`src/rtl/fifo_frame_tx.sv`:
```
// Framing stage in front of the byte FIFO: wraps each payload frame as
// FLAG, escaped payload, escaped two's-complement checksum, FLAG.
module fifo_frame_tx #(
  parameter logic [7:0] FLAG    = 8'h7E,
  parameter logic [7:0] ESC     = 8'h7D,
  parameter logic [7:0] ESC_XOR = 8'h20
) (
  input  logic        clk,
  input  logic        srst,
  input  logic [7:0]  in_data,
  input  logic        in_valid,
  input  logic        in_last,
  output logic        in_ready,
  output logic [7:0]  fifo_din,
  output logic        fifo_wr_en,
  input  logic        fifo_full,
  output logic        busy,
  output logic [15:0] frame_count
);

  typedef enum logic [2:0] {
    IDLE, DATA, ESCB, CSUM, CSUM_ESC, EOFR
  } state_t;

  state_t     state, state_n;
  logic [7:0] csum, csum_n;
  logic [7:0] esc_byte, esc_byte_n;
  logic       last_q, last_n;
  logic       fc_inc;
  logic [7:0] ck;

  function automatic logic needs_esc(input logic [7:0] b);
    return (b == FLAG) || (b == ESC);
  endfunction

  // Transmitted checksum makes (payload sum + ck) mod 256 == 0.
  assign ck   = ~csum + 8'd1;
  assign busy = (state != IDLE);

  always_ff @(posedge clk) begin
    if (srst) begin
      state       <= IDLE;
      csum        <= '0;
      esc_byte    <= '0;
      last_q      <= 1'b0;
      frame_count <= '0;
    end else begin
      state    <= state_n;
      csum     <= csum_n;
      esc_byte <= esc_byte_n;
      last_q   <= last_n;
      if (fc_inc) frame_count <= frame_count + 16'd1;
    end
  end

  always_comb begin
    state_n    = state;
    csum_n     = csum;
    esc_byte_n = esc_byte;
    last_n     = last_q;
    fc_inc     = 1'b0;
    in_ready   = 1'b0;
    fifo_wr_en = 1'b0;
    fifo_din   = '0;
    // Outputs stay quiet while reset is held so the FIFO sees no stray write.
    if (!srst) begin
      unique case (state)
        IDLE: begin
          if (in_valid && !fifo_full) begin
            fifo_wr_en = 1'b1;
            fifo_din   = FLAG;
            csum_n     = '0;
            state_n    = DATA;
          end
        end
        DATA: begin
          in_ready = !fifo_full;
          if (in_valid && !fifo_full) begin
            fifo_wr_en = 1'b1;
            csum_n     = csum + in_data;
            if (needs_esc(in_data)) begin
              fifo_din   = ESC;
              esc_byte_n = in_data ^ ESC_XOR;
              last_n     = in_last;
              state_n    = ESCB;
            end else begin
              fifo_din = in_data;
              state_n  = in_last ? CSUM : DATA;
            end
          end
        end
        ESCB: begin
          if (!fifo_full) begin
            fifo_wr_en = 1'b1;
            fifo_din   = esc_byte;
            state_n    = last_q ? CSUM : DATA;
          end
        end
        CSUM: begin
          if (!fifo_full) begin
            fifo_wr_en = 1'b1;
            if (needs_esc(ck)) begin
              fifo_din = ESC;
              state_n  = CSUM_ESC;
            end else begin
              fifo_din = ck;
              state_n  = EOFR;
            end
          end
        end
        CSUM_ESC: begin
          if (!fifo_full) begin
            fifo_wr_en = 1'b1;
            fifo_din   = ck ^ ESC_XOR;
            state_n    = EOFR;
          end
        end
        EOFR: begin
          if (!fifo_full) begin
            fifo_wr_en = 1'b1;
            fifo_din   = FLAG;
            fc_inc     = 1'b1;
            state_n    = IDLE;
          end
        end
        default: state_n = IDLE;
      endcase
    end
  end

endmodule

```
`config.mk`:
```
export PLATFORM = sky130hd
export DESIGN_NAME = fifo_frame_tx
export DESIGN_NICKNAME = d
export VERILOG_FILES = /design/src/rtl/fifo_frame_tx.sv
export SDC_FILE = /design/constraint.sdc
export NUM_CORES = 1
export LEC_CHECK = 0
export CELL_PAD_IN_SITES_DETAIL_PLACEMENT = 2
export CELL_PAD_IN_SITES_GLOBAL_PLACEMENT = 2
export CORE_ASPECT_RATIO = 0.9
export CORE_UTILIZATION = 31
export CTS_CLUSTER_SIZE = 40
export DETAILED_ROUTE_END_ITERATION = 8
export GPL_TIMING_DRIVEN = 0
export PLACE_DENSITY = 0.84
export SLEW_MARGIN = 20
export SYNTH_ARGS = -nofsm -noshare
export SYNTH_HDL_FRONTEND = slang
export SYNTH_SLANG_ARGS = --single-unit
```
`constraint.sdc`:
```
create_clock -name clk -period 2.55 [get_ports clk]
set_clock_uncertainty 0.05 [all_clocks]
set_input_delay 0.255 -clock clk [delete_from_list [all_inputs] [get_ports clk]]
set_output_delay 0.255 -clock clk [all_outputs]
set_load 0.01 [all_outputs]
```
[Word-level counts from Yosys, hierarchy flattened]
Index checks and enable logic that the tools add are counted.
Operators by class
  $add $sub $neg: 3
  $mul: 0
  order comparisons: 0
  shift operators: 0
  divide/modulo/power cells: 0
  muxes and demuxes: 32
  equal/unequal tests: 15
  bitwise logic cells: 3
  reductions and logical operators: 12
Operators by type and width (count)
  2-to-1 mux 8 bit: 9
  one-hot mux 8 bit (6 select lines): 1
  == test 8 x 7 -> 1 bit (second input constant): 4
  2-to-1 mux 3 bit: 6
  one-hot mux 3 bit (6 select lines): 1
  adder 16 x 1 -> 16 bit (second input constant): 1
  one-hot mux 8 bit (2 select lines): 1
  2-to-1 mux 7 bit: 2
  != test 2 bit (second input constant): 6
  adder 8 x 1 -> 8 bit (second input constant): 1
  adder 8 bit: 1
  2-to-1 mux 1 bit: 8
  inverter 8 bit: 1
  == test 3 x 2 -> 1 bit (second input constant): 2
  == test 3 bit (second input constant): 2
  2-to-1 mux 2 bit: 3
  AND reduction 3 bit: 2
  AND reduction 6 bit: 1
  OR reduction 4 bit: 1
  == test 3 x 1 -> 1 bit (second input constant): 1
  zero test 3 bit: 1
  nonzero test 3 bit: 1
  logical OR 1 bit: 2
  inverter 1 bit: 2
  other kinds (5): 5
Word-level totals
  input bits: 13
  RAM bits: 0
  bits in registers: 36
  word-level logic and storage cells: 70
  memories: 0
  ROM bits: 0
  bits in latches: 0
  output and inout bits: 27

[Depth between registers and ports, before layout]
  depth in word-level cells: 8
  depth in mapped cells: 8
  depth with buffers taken out: 8

[Worst setup path after synthesis]
OpenSTA, ideal clock, no wires.
  kind: flip-flop to output port
  from: register csum[0]
  to: output fifo_din[0]
  arrival: 1.631 ns
  buffers on the path: 0
  cell stages (with the launch flop): 9
  data required time: 2.245 ns
  setup slack: 0.614 ns
  path through: dfxtp_1 -> inv_1 -> ha_1 -> nor3b_1 -> nand2_1 -> xor2_1 -> nand4_1 -> a31oi_1 -> o2bb2ai_1
Between the ends
  cells in the longest elaborated chain, start to end: 8
  elaborated cells on any way between the ends: 10
  those cells by class: 1 x add/sub; 2 x eq/ne; 5 x mux; 1 x bitwise; 1 x reduce/logical
Ends and longest elaborated chain
  start: declaration: line 26  | logic [7:0] csum, csum_n;
  start signal: assignment: line 49  | csum <= csum_n;
  inverter 8 bit (*): line 37  | assign ck = ~csum + 8'd1;
  adder 8 x 1 -> 8 bit (*): line 37
  == test 8 x 7 -> 1 bit: line 33  | return (b == FLAG) || (b == ESC);
  logical OR 1 bit: line 33
  2-to-1 mux 8 bit: line 102  | if (needs_esc(ck)) begin
  2-to-1 mux 8 bit: line 100  | if (!fifo_full) begin
  one-hot mux 8 bit (6 select lines) (*): line 67  | unique case (state)
  2-to-1 mux 8 bit (*): line 66  | if (!srst) begin
  end: declaration: line 14  | output logic [7:0] fifo_din,
Mark *: on every way between the ends. The rest lies on a longest branch, timed or not.

[Worst setup path in the final report]
  from: input srst
  to: output in_ready
Between the ends
  cells in the longest elaborated chain, start to end: 1
Ends and longest elaborated chain
  start: declaration: line 9  | input logic srst,
  2-to-1 mux 1 bit: line 66
  end: declaration: line 13  | output logic in_ready,
Every way passes these cells.

==> impl_metrics.json <==
{
  "status": "completed",
  "clock-root-buffer": "clkbuf_8",
  "hold_violations": 0,
  "power_mw": 1.29,
  "grt_pass1_wl_mm": 14.2,
  "ys_seq_elements": 36,
  "synth-compound-area-share_pct": 18.5,
  "maxSlewHeadroom_pct": 56.7,
  "area_growth_pct": 36.3,
  "die_y_um": 83.4,
  "synth_fa_ha_area_share_pct": 8.00,
  "whs_path_depth": 2,
  "synth_area_um2": 2280,
  "synthesis.nets": 313,
  "synthCells": 286,
  "rsz0062_at_grt": "true",
  "ys_warn_count": 0,
  "irDropWorstVdd_v": 0.000199,
  "critical_path.cell_chain": "clkdlybuf4s50_1 -> clkbuf_1 -> nor4_1 -> clkdlybuf4s50_1",
  "path_max_fanout": 10,
  "io_pins": 40,
  "dr.first_iter.drc_count": 85,
  "grt_max_degree": 13,
  "critPathKind": "in -> out",
  "pre_cts_slack_ps": -616,
  "gp_congestion": 0.814,
  "cellPowerDensity_nw_per_um2": 415,
  "nets": 366,
  "clk_pin_slew_worst_paths_ps": 80,
  "synth_top_flop_cell": "dfxtp_1",
  "end_kind": "output port",
  "ys_types": 54,
  "first_global_vias": 2616,
  "synth_top_area_cell": "dfxtp_1",
  "tightest_slew_ps": 649,
  "synth_mux_area_share_pct": 2.25,
  "ys_top_cells_by_area": "dfxtp_1, ha_1, a21oi_1, nor2_1, xnor2_1",
  "antenna_found_initial": 0,
  "setup_ws_ps": 42.0,
  "start_util_pct": 32.3,
  "hpwl_mm": 6.12,
  "finalCritPeriodShare_pct": 98.4,
  "syn_avg_cell_area_um2": 7.98,
  "insertion_delay_ps": 300,
  "synth_edf_count": 0,
  "r2r_slack_ps": 330,
  "yosysMostFrequentCell": "nor2_1",
  "fp.dieW_um": 92.5,
  "cp_slowest_cell": "clkdlybuf4s50_1",
  "cap_viol_max_count": 0,
  "post-place-cells": 417,
  "hold_class": "reg -> reg",
  "via_per_inst": 5.55,
  "cts_sinks": 36,
  "synth.top_cell.area_share_pct": 31.6,
  "met2_usage_pct": 41.0,
  "clockBufferDepth": 2,
  "synthSimpleGateAreaFrac_pct": 25.2,
  "fin_setup_tns_ps": 0,
  "crit_top_cell": "clkdlybuf4s50_1",
  "hold_buffers": 0,
  "die_area_um2": 7710,
  "antenna_cells": 0,
  "synth_common_cells": "nor2_1, dfxtp_1, a21oi_1",
  "worstPathRequired_ps": 2250,
  "wl_mm": 8.95,
  "rows": 29,
  "synth_top_family_by_area": "simple AND/OR/NAND/NOR gates",
  "ant_nets": 0,
  "grt-ovfl-total": 0,
  "synth_xor_xnor_area_share_pct": 9.59,
  "grt_usage_pct": 23.5,
  "drv_slew": 0,
  "layout-drive-gt1-share_pct": 18.2,
  "ys_seq_area_share_pct": 31.6,
  "cts-buffers-inserted": 5,
  "cts_tree": "yes",
  "setup_viol": 0,
  "routedWlPerCell_um": 20.7,
  "reg2reg_depth": 8,
  "core_area_um2": 7080,
  "critPathArrivalTime_ps": 2200,
  "fin_crit_ps": 2510,
  "num_vias": 2403,
  "htree_levels": 2,
  "use_met1_pct": 29.8,
  "drt_first_pass_iters": 4,
  "cellLeakagePower_nw": 1.22,
  "gr-usage-met3_pct": 3.57,
  "grt-busiest-layer": "met2",
  "drc": 0,
  "layoutNonFillerInstCount": 433,
  "max_freq_ghz": 0.399,
  "setup.worst_path.start_class": "primary input",
  "async_flop_share_pct": 0,
  "port_buffers": 38,
  "cpPeakStageDelay_ps": 620
}
==> state kept, by name, summed over array words and instances, names as in the netlist <==
| name | count |
|---|---|
| csum | 8 |
| esc_byte | 8 |
| frame_count | 16 |
| last_q | 1 |
| state | 3 |
==> cells in the final DEF, fill, tap and decap left out, drive strengths merged, types with 10 or more instances in the layout <==
master,netlist,routed
buf,5,16
or3,10,10
ha,13,13
a21oi,32,32
nand2,23,23
nor2,37,37
dfxtp,36,36
clkbuf,11,18
xor2,12,12
inv,12,13
clkdlybuf4s50,0,29
xnor2,13,13
nand3,11,11
==> power breakdown <==
part / switching (mW) / total (mW) / internal, mW
Clock: 0.245 / 0.467 / 0.222
Sequential: 0.00864 / 0.574 / 0.565
Combinational: 0.145 / 0.251 / 0.106
==> metal layers <==
layer	part of all wire (%)	routed length, µm
met1	44	3950
met2	50	4510
met3	3.2	282
met4	2.2	198
met5	0	0
==> layout make-up <==
class,count,area (µm²)
fillers,799,3960
plain buffers,15,88.8
clock buffers,6,82.6
inverters,12,47.5
well taps,93,116
flip-flops and latches,36,731
clock inverters,2,13.8
multi-input cells,222,1600
repair buffers,47,435
==> metrics by stage <==
stage	utilization, %	hold WS, ps	cell area (µm²)
final	44.0	416	3110
after global routing	44.0	429	3110
after CTS	42.6	414	3010
after detailed placement	39.3	400	2780
after global placement	39.3	385	2780
after floorplan	-	295	2280
==> timing repair <==
item | CTS | global route
setup buffers | 2 | 7
gates resized for setup | 45 | 20
setup endpoints to repair | 8 | 9
pin swaps | 3 | 6
==> kinds of logic (layout without fill, tap and decap cells) <==
group / count (synthesis) / in the layout
and+or+nand+nor: 111 / 111
AOI/OAI and AO/OA: 67 / 67
DFF: 36 / 36
buffers and inverters: 28 / 82
xor gates and xnor gates: 25 / 25
adders and majority gates: 14 / 14
muxes: 5 / 5
==> critical path: cells and delay by family <==
family / cells / cell delay [ps]
buf+inv: 3 / 1520
simple gates: 1 / 430
==> final timing paths <==
check                           startpoint                  endpoint
hold reg to reg   esc_byte[2]$_SDFFE_PP0P_  esc_byte[2]$_SDFFE_PP0P_
setup / recovery                      srst                  in_ready
setup reg to reg      csum[0]$_SDFFE_PP0P_      csum[6]$_SDFFE_PP0P_
hold / removal    esc_byte[2]$_SDFFE_PP0P_  esc_byte[2]$_SDFFE_PP0P_
Power figures use the tool's default switching activity.
